File: config.mk
export PLATFORM = sky130hd
export DESIGN_NAME = id_ex_stage_flat
export DESIGN_NICKNAME = d
export VERILOG_FILES = /design/src/rtl/mips_pkg.sv /design/src/rtl/id_ex_stage_if.sv /design/src/rtl/id_ex_stage_hazard_fwd_unit.sv /design/src/rtl/id_ex_stage.sv /design/src/flat_wrapper.sv
export SDC_FILE = /design/constraint.sdc
export NUM_CORES = 1
export LEC_CHECK = 0
export CORE_MARGIN = 1.5
export CORE_UTILIZATION = 25
export CTS_BUF_LIST = sky130_fd_sc_hd__clkbuf_16
export DETAILED_ROUTE_END_ITERATION = 7
export PLACE_DENSITY = 0.65
export SYNTH_ARGS = -nofsm -noshare
export SYNTH_HDL_FRONTEND = slang
export SYNTH_HIERARCHICAL = 1
export SYNTH_SLANG_ARGS = --single-unit
File: constraint.sdc
create_clock -name clk -period 4.6 [get_ports clk]
set_input_delay 1.38 -clock clk [delete_from_list [all_inputs] [get_ports clk]]
set_output_delay 1.38 -clock clk [all_outputs]
set_load 0.01 [all_outputs]
File: src/rtl/mips_pkg.sv
// Shared MIPS pipeline definitions: register/data widths, ALU opcodes,
// forwarding selects and the ID/EX register bundle.
package mips_pkg;

    localparam int unsigned REG_IDX_W = 5;
    localparam int unsigned DATA_W    = 32;

    typedef logic [REG_IDX_W-1:0] reg_idx_t;
    typedef logic [DATA_W-1:0]    word_t;
    typedef logic [3:0]           alu_ctrl_t;

    localparam alu_ctrl_t ALU_ADD = 4'b0010;
    localparam alu_ctrl_t ALU_SUB = 4'b0110;
    localparam alu_ctrl_t ALU_AND = 4'b0000;
    localparam alu_ctrl_t ALU_OR  = 4'b0001;
    localparam alu_ctrl_t ALU_SLT = 4'b0111;
    localparam alu_ctrl_t ALU_NOR = 4'b1100;
    localparam alu_ctrl_t ALU_MUL = 4'b0100;
    localparam alu_ctrl_t ALU_DIV = 4'b0101;

    typedef enum logic [1:0] {
        FWD_RF,
        FWD_EX,
        FWD_MEM,
        FWD_WB
    } fwd_sel_e;

    typedef struct packed {
        logic      valid;
        alu_ctrl_t alu_control;
        word_t     op1;
        word_t     op2;
        word_t     store_data;
        reg_idx_t  rd;
        logic      reg_write;
        logic      mem_read;
    } ex_regs_t;

    // $0 is hard-wired, so it never participates in a dependency.
    function automatic logic reg_match(logic we, reg_idx_t rd, reg_idx_t src);
        return we && (rd == src) && (src != '0);
    endfunction

    function automatic word_t fwd_mux(fwd_sel_e sel, word_t rf, word_t ex,
                                      word_t mem, word_t wb);
        word_t v;
        case (sel)
            FWD_EX:  v = ex;
            FWD_MEM: v = mem;
            FWD_WB:  v = wb;
            default: v = rf;
        endcase
        return v;
    endfunction

endpackage

File: src/rtl/id_ex_stage_if.sv
// ID/EX stage bus: decode handshake, forwarding feedback from EX/MEM/WB,
// and the registered operands/control presented to the ALU.
interface id_ex_stage_if;
    import mips_pkg::*;

    logic      id_valid;
    logic      id_ready;
    alu_ctrl_t id_alu_control;
    reg_idx_t  id_rs;
    reg_idx_t  id_rt;
    reg_idx_t  id_rd;
    word_t     id_rs_data;
    word_t     id_rt_data;
    word_t     id_imm;
    logic      id_alu_src;
    logic      id_reg_write;
    logic      id_mem_read;
    logic      flush;

    word_t     alu_result;
    logic      exmem_reg_write;
    logic      exmem_mem_read;
    reg_idx_t  exmem_rd;
    word_t     exmem_result;
    logic      memwb_reg_write;
    reg_idx_t  memwb_rd;
    word_t     memwb_data;

    logic      ex_valid;
    alu_ctrl_t ex_alu_control;
    word_t     ex_op1;
    word_t     ex_op2;
    word_t     ex_store_data;
    reg_idx_t  ex_rd;
    logic      ex_reg_write;
    logic      ex_mem_read;
    logic [15:0] stall_cycles;

    modport master (
        output id_valid, id_alu_control, id_rs, id_rt, id_rd, id_rs_data,
               id_rt_data, id_imm, id_alu_src, id_reg_write, id_mem_read, flush,
               alu_result, exmem_reg_write, exmem_mem_read, exmem_rd,
               exmem_result, memwb_reg_write, memwb_rd, memwb_data,
        input  id_ready, ex_valid, ex_alu_control, ex_op1, ex_op2,
               ex_store_data, ex_rd, ex_reg_write, ex_mem_read, stall_cycles
    );

    modport slave (
        input  id_valid, id_alu_control, id_rs, id_rt, id_rd, id_rs_data,
               id_rt_data, id_imm, id_alu_src, id_reg_write, id_mem_read, flush,
               alu_result, exmem_reg_write, exmem_mem_read, exmem_rd,
               exmem_result, memwb_reg_write, memwb_rd, memwb_data,
        output id_ready, ex_valid, ex_alu_control, ex_op1, ex_op2,
               ex_store_data, ex_rd, ex_reg_write, ex_mem_read, stall_cycles
    );

endinterface

File: src/rtl/id_ex_stage_hazard_fwd_unit.sv
// Combinational RAW hazard / forwarding unit. FORWARDING_EN enables bypass
// with load-use stalls; without it every dependency stalls until WB retires.
module hazard_fwd_unit
    import mips_pkg::*;
(
    input  logic     id_valid,
    input  reg_idx_t id_rs,
    input  reg_idx_t id_rt,
    input  logic     id_alu_src,
    input  logic     id_mem_read,
    input  logic     flush,
    input  logic     ex_valid,
    input  logic     ex_reg_write,
    input  logic     ex_mem_read,
    input  reg_idx_t ex_rd,
    input  logic     exmem_reg_write,
    input  logic     exmem_mem_read,
    input  reg_idx_t exmem_rd,
    input  logic     memwb_reg_write,
    input  reg_idx_t memwb_rd,
    output fwd_sel_e rs_sel,
    output fwd_sel_e rt_sel,
    output logic     id_ready
);

    logic rs_ex, rs_mem, rs_wb;
    logic rt_ex, rt_mem, rt_wb;
    logic rt_active;
    logic load_use;
    logic hazard;

    assign rs_ex  = reg_match(ex_valid && ex_reg_write, ex_rd, id_rs);
    assign rs_mem = reg_match(exmem_reg_write, exmem_rd, id_rs);
    assign rs_wb  = reg_match(memwb_reg_write, memwb_rd, id_rs);
    assign rt_ex  = reg_match(ex_valid && ex_reg_write, ex_rd, id_rt);
    assign rt_mem = reg_match(exmem_reg_write, exmem_rd, id_rt);
    assign rt_wb  = reg_match(memwb_reg_write, memwb_rd, id_rt);

`ifdef FORWARDING_EN
    function automatic fwd_sel_e pick_src(logic ex_ok, logic mem_ok, logic wb_ok);
        if (ex_ok)       return FWD_EX;
        else if (mem_ok) return FWD_MEM;
        else if (wb_ok)  return FWD_WB;
        return FWD_RF;
    endfunction
`endif

    always_comb begin
        // rt is only a destination for loads (immediate op2, no store data)
        rt_active = !id_alu_src || !id_mem_read;
        load_use  = (rs_ex && ex_mem_read) || (rs_mem && exmem_mem_read) ||
                    (rt_active && ((rt_ex && ex_mem_read) || (rt_mem && exmem_mem_read)));
`ifdef FORWARDING_EN
        hazard = id_valid && load_use;
        rs_sel = pick_src(rs_ex && !ex_mem_read, rs_mem && !exmem_mem_read, rs_wb);
        rt_sel = pick_src(rt_ex && !ex_mem_read, rt_mem && !exmem_mem_read, rt_wb);
`else
        // load_use is a subset of the any-stage match; both terms kept for symmetry
        hazard = id_valid && (load_use || rs_ex || rs_mem || rs_wb ||
                              (rt_active && (rt_ex || rt_mem || rt_wb)));
        rs_sel = FWD_RF;
        rt_sel = FWD_RF;
`endif
        id_ready = flush || !hazard;
    end

endmodule

File: src/rtl/id_ex_stage.sv
// ID/EX pipeline register feeding the ALU, with forwarding, load-use stall,
// flush bubbles and a saturating stall counter. Build option: FORWARDING_EN.
module id_ex_stage
    import mips_pkg::*;
(
    input  logic         clk,
    input  logic         rst_n,
    id_ex_stage_if.slave bus
);

    ex_regs_t    ex_q, ex_d;
    logic [15:0] stall_cycles_q, stall_cycles_d;
    fwd_sel_e    rs_sel, rt_sel;
    logic        id_ready;
    word_t       rs_fwd, rt_fwd;

    hazard_fwd_unit u_hazard (
        .id_valid        (bus.id_valid),
        .id_rs           (bus.id_rs),
        .id_rt           (bus.id_rt),
        .id_alu_src      (bus.id_alu_src),
        .id_mem_read     (bus.id_mem_read),
        .flush           (bus.flush),
        .ex_valid        (ex_q.valid),
        .ex_reg_write    (ex_q.reg_write),
        .ex_mem_read     (ex_q.mem_read),
        .ex_rd           (ex_q.rd),
        .exmem_reg_write (bus.exmem_reg_write),
        .exmem_mem_read  (bus.exmem_mem_read),
        .exmem_rd        (bus.exmem_rd),
        .memwb_reg_write (bus.memwb_reg_write),
        .memwb_rd        (bus.memwb_rd),
        .rs_sel          (rs_sel),
        .rt_sel          (rt_sel),
        .id_ready        (id_ready)
    );

    always_comb begin
        // Selects are tied to FWD_RF without forwarding, collapsing these muxes.
        rs_fwd = fwd_mux(rs_sel, bus.id_rs_data, bus.alu_result,
                         bus.exmem_result, bus.memwb_data);
        rt_fwd = fwd_mux(rt_sel, bus.id_rt_data, bus.alu_result,
                         bus.exmem_result, bus.memwb_data);

        ex_d = '0;
        if (bus.id_valid && id_ready && !bus.flush) begin
            ex_d.valid       = 1'b1;
            ex_d.alu_control = bus.id_alu_control;
            ex_d.op1         = rs_fwd;
            ex_d.op2         = bus.id_alu_src ? bus.id_imm : rt_fwd;
            ex_d.store_data  = rt_fwd;
            ex_d.rd          = bus.id_rd;
            ex_d.reg_write   = bus.id_reg_write;
            ex_d.mem_read    = bus.id_mem_read;
        end

        stall_cycles_d = stall_cycles_q;
        if (bus.id_valid && !id_ready && !bus.flush && (stall_cycles_q != '1)) begin
            stall_cycles_d = stall_cycles_q + 16'd1;
        end
    end

    always_ff @(posedge clk or negedge rst_n) begin
        if (!rst_n) begin
            ex_q           <= '0;
            stall_cycles_q <= '0;
        end else begin
            ex_q           <= ex_d;
            stall_cycles_q <= stall_cycles_d;
        end
    end

    assign bus.id_ready       = id_ready;
    assign bus.ex_valid       = ex_q.valid;
    assign bus.ex_alu_control = ex_q.alu_control;
    assign bus.ex_op1         = ex_q.op1;
    assign bus.ex_op2         = ex_q.op2;
    assign bus.ex_store_data  = ex_q.store_data;
    assign bus.ex_rd          = ex_q.rd;
    assign bus.ex_reg_write   = ex_q.reg_write;
    assign bus.ex_mem_read    = ex_q.mem_read;
    assign bus.stall_cycles   = stall_cycles_q;

endmodule

File: src/flat_wrapper.sv
// flat-port wrapper written by rule: the top's interface ports become plain ports
module id_ex_stage_flat import mips_pkg::*;
  (clk, rst_n, bus_id_valid, bus_id_alu_control, bus_id_rs, bus_id_rt, bus_id_rd, bus_id_rs_data, bus_id_rt_data, bus_id_imm, bus_id_alu_src, bus_id_reg_write, bus_id_mem_read, bus_flush, bus_alu_result, bus_exmem_reg_write, bus_exmem_mem_read, bus_exmem_rd, bus_exmem_result, bus_memwb_reg_write, bus_memwb_rd, bus_memwb_data, bus_id_ready, bus_ex_valid, bus_ex_alu_control, bus_ex_op1, bus_ex_op2, bus_ex_store_data, bus_ex_rd, bus_ex_reg_write, bus_ex_mem_read, bus_stall_cycles);
  id_ex_stage_if bus_i ();
  input  logic clk;
  input  logic rst_n;
  input wire logic [$bits(bus_i.id_valid)-1:0] bus_id_valid;
  input wire logic [$bits(bus_i.id_alu_control)-1:0] bus_id_alu_control;
  input wire logic [$bits(bus_i.id_rs)-1:0] bus_id_rs;
  input wire logic [$bits(bus_i.id_rt)-1:0] bus_id_rt;
  input wire logic [$bits(bus_i.id_rd)-1:0] bus_id_rd;
  input wire logic [$bits(bus_i.id_rs_data)-1:0] bus_id_rs_data;
  input wire logic [$bits(bus_i.id_rt_data)-1:0] bus_id_rt_data;
  input wire logic [$bits(bus_i.id_imm)-1:0] bus_id_imm;
  input wire logic [$bits(bus_i.id_alu_src)-1:0] bus_id_alu_src;
  input wire logic [$bits(bus_i.id_reg_write)-1:0] bus_id_reg_write;
  input wire logic [$bits(bus_i.id_mem_read)-1:0] bus_id_mem_read;
  input wire logic [$bits(bus_i.flush)-1:0] bus_flush;
  input wire logic [$bits(bus_i.alu_result)-1:0] bus_alu_result;
  input wire logic [$bits(bus_i.exmem_reg_write)-1:0] bus_exmem_reg_write;
  input wire logic [$bits(bus_i.exmem_mem_read)-1:0] bus_exmem_mem_read;
  input wire logic [$bits(bus_i.exmem_rd)-1:0] bus_exmem_rd;
  input wire logic [$bits(bus_i.exmem_result)-1:0] bus_exmem_result;
  input wire logic [$bits(bus_i.memwb_reg_write)-1:0] bus_memwb_reg_write;
  input wire logic [$bits(bus_i.memwb_rd)-1:0] bus_memwb_rd;
  input wire logic [$bits(bus_i.memwb_data)-1:0] bus_memwb_data;
  output wire logic [$bits(bus_i.id_ready)-1:0] bus_id_ready;
  output wire logic [$bits(bus_i.ex_valid)-1:0] bus_ex_valid;
  output wire logic [$bits(bus_i.ex_alu_control)-1:0] bus_ex_alu_control;
  output wire logic [$bits(bus_i.ex_op1)-1:0] bus_ex_op1;
  output wire logic [$bits(bus_i.ex_op2)-1:0] bus_ex_op2;
  output wire logic [$bits(bus_i.ex_store_data)-1:0] bus_ex_store_data;
  output wire logic [$bits(bus_i.ex_rd)-1:0] bus_ex_rd;
  output wire logic [$bits(bus_i.ex_reg_write)-1:0] bus_ex_reg_write;
  output wire logic [$bits(bus_i.ex_mem_read)-1:0] bus_ex_mem_read;
  output wire logic [$bits(bus_i.stall_cycles)-1:0] bus_stall_cycles;
  assign bus_i.id_valid = bus_id_valid;
  assign bus_i.id_alu_control = bus_id_alu_control;
  assign bus_i.id_rs = bus_id_rs;
  assign bus_i.id_rt = bus_id_rt;
  assign bus_i.id_rd = bus_id_rd;
  assign bus_i.id_rs_data = bus_id_rs_data;
  assign bus_i.id_rt_data = bus_id_rt_data;
  assign bus_i.id_imm = bus_id_imm;
  assign bus_i.id_alu_src = bus_id_alu_src;
  assign bus_i.id_reg_write = bus_id_reg_write;
  assign bus_i.id_mem_read = bus_id_mem_read;
  assign bus_i.flush = bus_flush;
  assign bus_i.alu_result = bus_alu_result;
  assign bus_i.exmem_reg_write = bus_exmem_reg_write;
  assign bus_i.exmem_mem_read = bus_exmem_mem_read;
  assign bus_i.exmem_rd = bus_exmem_rd;
  assign bus_i.exmem_result = bus_exmem_result;
  assign bus_i.memwb_reg_write = bus_memwb_reg_write;
  assign bus_i.memwb_rd = bus_memwb_rd;
  assign bus_i.memwb_data = bus_memwb_data;
  assign bus_id_ready = bus_i.id_ready;
  assign bus_ex_valid = bus_i.ex_valid;
  assign bus_ex_alu_control = bus_i.ex_alu_control;
  assign bus_ex_op1 = bus_i.ex_op1;
  assign bus_ex_op2 = bus_i.ex_op2;
  assign bus_ex_store_data = bus_i.ex_store_data;
  assign bus_ex_rd = bus_i.ex_rd;
  assign bus_ex_reg_write = bus_i.ex_reg_write;
  assign bus_ex_mem_read = bus_i.ex_mem_read;
  assign bus_stall_cycles = bus_i.stall_cycles;
  id_ex_stage u_core (.clk(clk), .rst_n(rst_n), .bus(bus_i));
endmodule
### Word-level counts from Yosys, hierarchy flattened

Cells that the tools add are included.

* register bits after elaboration: 124

* add/subtract/negate cells: 1
* eq/ne operators: 7
* multiplexer cells: 2
* reduce and logical (&&, ||, !) cells: 43

Operators with widths (count)
* $mux W108: 1
* $mux W32: 1
* $eq A5 B5 Y1: 6
* $logic_and A1 B1 Y1: 25
* $add A16 B1 Y16 const B: 1
* $ne A16 B16 Y1 const B: 1
* $logic_or A1 B1 Y1: 11
* $reduce_bool A5 Y1: 2
* $logic_not A1 Y1: 5

### Logic depth before layout (Yosys ltp)

Gate-level depths: netlist of the first run.

* depth in word-level cells: 18
* depth in mapped cells: 10
* depth with buffers taken out: 9

### Hierarchy

The synthesis of the first run kept the hierarchy.

By module, submodules not included
* id_ex_stage: times used 1, cells an instance 415, area an instance 6009.5 um^2, seq. area each 3103.0 um^2
* hazard_fwd_unit: times used 1, cells an instance 60, area an instance 441.7 um^2, seq. area each 0.0 um^2

### Worst setup path after synthesis of the first run

Ideal clock, no wire load.

* path kind: input -> output
* start: input port bus_id_rs[1]
* end: output port bus_id_ready
* data arrival time: 2605 ps
* path slack: 615 ps
* stages: 5
* path through: or4_1 > nor2_1 > or4_1 > a21oi_1 > nor3_1

* word-level cells in the longest chain between the ends: 13

Ends and longest elaborated chain
* start, declared: RTL line flat_wrapper.sv:9 `input wire logic [$bits(bus_i.id_rs)-1:0] bus_id_rs;`
* $eq A5 B5 Y1: RTL line mips_pkg.sv:41 `return we && (rd == src) && (src != '0);`
* $logic_and A1 B1 Y1 (2 in a row): RTL line mips_pkg.sv:41
* $logic_and A1 B1 Y1: RTL line id_ex_stage_hazard_fwd_unit.sv:51 `load_use = (rs_ex && ex_mem_read) || (rs_mem && exmem_mem_read) ||`
* $logic_or A1 B1 Y1 (2 in a row): RTL line id_ex_stage_hazard_fwd_unit.sv:51
* $logic_or A1 B1 Y1 (2 in a row): RTL line id_ex_stage_hazard_fwd_unit.sv:59 `hazard = id_valid && (load_use || rs_ex || rs_mem || rs_wb ||`
* $logic_or A1 B1 Y1 * (2 in a row): RTL line id_ex_stage_hazard_fwd_unit.sv:59
* $logic_and A1 B1 Y1 *: RTL line id_ex_stage_hazard_fwd_unit.sv:59
* $logic_not A1 Y1 *: RTL line id_ex_stage_hazard_fwd_unit.sv:64 `id_ready = flush || !hazard;`
* $logic_or A1 B1 Y1 *: RTL line id_ex_stage_hazard_fwd_unit.sv:64
* end, declared: RTL line flat_wrapper.sv:27 `output wire logic [$bits(bus_i.id_ready)-1:0] bus_id_ready;`

Every way passes the cells marked *; elsewhere a longest branch is shown, timed or not.

### Worst setup path after layout of the first run

Same ends and word-level chain as after synthesis.

==> qor.yml, run 1 <==
grt_pass1_wl_um: 33560
synth.distinct_cells: 36
ys_seq_area_share_pct: 48.10
die_w_um: 163.6
rsz0062_at_grt: "no"
synth_top_area_share_pct: 48.10
coreArea_um2: 25250
start_kind: "primary input"
cts_root_buf: "clkbuf_16"
finalCritPeriodShare_pct: 96.63
yosys_warnings: 6
synth-seq-cells: 124
num_rows: 58
io_buffers: 354
vias_per_cell: 4.494
clock_latency_ns: 0.41
max-cap-violations: 0
drv_slew: 0
grt_use_total_pct: 17.00
htreeDepth: 4
cts.sinks: 124
synth_area_um2: 6451
grt_overflow: 0
cts.path.max_buffers: 2
cts_buffers: 17
dr.pass1.iters: 4
synth_area_leader_cell: "dfrtp_1"
pre_cts_ws_ns: -0.4340
hold_path.class: "reg2reg"
initial_core_util_pct: 25.54
synth.area.top_cells: "dfrtp_1, mux4_2, and2_1"
dp_hpwl_um: 16750
critPathArrivalTime_ns: 3.06
final.setup.tns_ns: 0
max-slew-margin-rel_pct: 36.11
power_density_nw_per_um2: 288.1
grt_max_degree: 102
cts.clk_slew.worst_paths_ns: 0.05
fin_nets: 1070
wl_per_cell_um: 19.07
syn_to_final_growth_pct: 71.37
drt_wl_total_um: 22520
ant_nets: 0
hold_violations: 0
io_pins: 356
finalSetupViolCount: 0
tightest_slew_ns: 0.9584
final_area_um2: 11060
r2r_slack_ns: 1.56
path_class: "in2out"
fin_ws_ns: 0.1551
grt_pass1_vias: 5837
syn_inst: 475
clock.fmax_mhz: 225.0
place_area_um2: 10430
ir_drop_v: 0.0001862
die_h_um: 163.6
whs_ns: 0.5235
place_congestion: 0.8258
period_needed_ns: 4.445
synth.avg_cell_area_um2: 13.58
status: "completed"
end_kind: "output port"
antenna_found_initial: 0
final_layout_size_suffix_gt1_share_pct: 14.92
die_area_um2: 26780
p_leak_uw: 0.004659
diodes: 0
critical_path_required_ns: 3.22
cts_tree: "built"
initialDrtViolationCount: 183
utilization_pct: 43.78
holdBufCountCts: 0
post-route-drc-count: 0
num_vias: 5308
skew_ns: 0.01329
crit_fanout: 3
-- where the power goes --
part	internal, uW	total, uW	switching (uW)	leakage, uW
combinational	407	652	245	0.00270
sequential	1140	1160	18.7	0.00167
clock	852	1370	521	0.000290
-- routing by layer --
metal  vias up  part of all wire [%]  GRT usage, %
met5         -                     0             0
met2       232                    52         29.56
met3        29                   7.5         5.231
met1      2603                    39         19.73
li1       2444                     -             -
met4         0                   1.8         5.826
-- through the flow --
step / total power [uW] / std cells
final: 3185 / 1181
after global routing: 3332 / 1181
after CTS: 3225 / 1181
after detailed placement: 1829 / 1149
after global placement: 1822 / 1149
after floorplan: 1429 / 478
-- cells by family (layout without fill, tap and decap cells) --
family	Yosys count	after routing	share of synthesized area, %
AOI/OAI and AO/OA	6	6	0.6789
DFF	124	124	48.10
xor gates and xnor gates	44	44	5.974
other	1	4	0.05813
and+or+nand+nor	165	165	14.90
buffers and inverters	37	410	2.560
muxes	97	97	27.54
adders and majority gates	1	1	0.1939
-- synthesized netlist by cell type, drive strengths merged --
library cell / instances
a2111oi: 1
a21oi: 2
a22oi: 1
and2: 76
and3: 3
and4: 1
buf: 18
clkbuf: 16
conb: 1
dfrtp: 124
ha: 1
inv: 3
mux2: 1
mux2i: 32
mux4: 64
nand2: 7
nand3: 6
nand3b: 1
nand4: 9
nor2: 38
nor3: 8
nor3b: 4
nor4: 9
o2111ai: 1
o21a: 1
or3b: 1
or4: 2
xnor2: 11
xor2: 33
-- flip-flops by register name (all words and copies together) (netlist names) --
signal,flops
u_core/bus.ex_reg_write,1
u_core/bus.stall_cycles,16
u_core/bus.ex_valid,1
u_core/bus.ex_store_data,32
u_core/bus.ex_mem_read,1
u_core/bus.ex_rd,5
u_core/bus.ex_op1,32
u_core/bus.ex_alu_control,4
u_core/bus.ex_op2,32
-- cells in the final DEF, fill, tap and decap left out, types with 2 or more instances in the layout --
cell             count
clkdlybuf4s50_1    347
dfrtp_1            124
and2_1              76
mux4_2              64
nor2_1              37
xor2_1              33
mux2i_1             32
buf_4               20
clkbuf_16           17
xnor2_1             11
nand4_1              7
nand2_1              7
nor3_1               7
nand3_1              6
nor4_1               6
clkinv_4             5
inv_1                4
nor3b_1              4
conb_1               4
bufinv_16            3
clkinvlp_4           3
dlygate4sd2_1        3
and3_1               3
buf_2                2
or4_1                2
a21oi_1              2
nor4_2               2
-- final cells by class --
cell class / instances / area, um2
clock buffer: 17 / 425.4
clock inverter: 15 / 176.4
fill: 2424 / 14200
inverter: 3 / 11.26
multi-input combinational: 317 / 3223
sequential: 124 / 3103
tap: 330 / 412.9
timing repair buffer: 375 / 3704
-- repair_timing --
action | in CTS | in global routing
buffers inserted | 1 | 0
setup endpoints to repair | 1 | 1
gates resized for setup | 11 | 2
pin swaps | 4 | 3
-- critical path, cell delays in order --
cell and delay (ns):
clkdlybuf4s50_1 0.41, buf_4 0.15, xor2_1 0.16, nor4_2 0.14
nand4_1 0.18, a2111oi_4 0.41, nor3_2 0.07, buf_2 0.15
-- final timing paths --
kind	startpoint	endpoint	depth (start not counted)
setup / recovery	bus_id_rs[1]	bus_id_ready	8
hold / removal	u_core/bus.stall_cycles[15]$_DFFE_PN0P_	u_core/bus.stall_cycles[15]$_DFFE_PN0P_	1
setup reg to reg	u_core/bus.ex_rd[3]$_DFF_PN0_	u_core/bus.stall_cycles[12]$_DFFE_PN0P_	11
hold reg to reg	u_core/bus.stall_cycles[15]$_DFFE_PN0P_	u_core/bus.stall_cycles[15]$_DFFE_PN0P_	1
max in group asynchronous	rst_n	u_core/bus.ex_op1[20]$_DFF_PN0_	2
min in group asynchronous	rst_n	u_core/bus.stall_cycles[7]$_DFFE_PN0P_	1
Power figures use the tool's default switching activity.
==> run 2, diff against run 1 <==
CAP_MARGIN = 0   (was default)
CTS_CLUSTER_SIZE = 20   (was default)
==> results of run 2 <==
No change in the layout: final DEF, timing and power equal those of run 1.
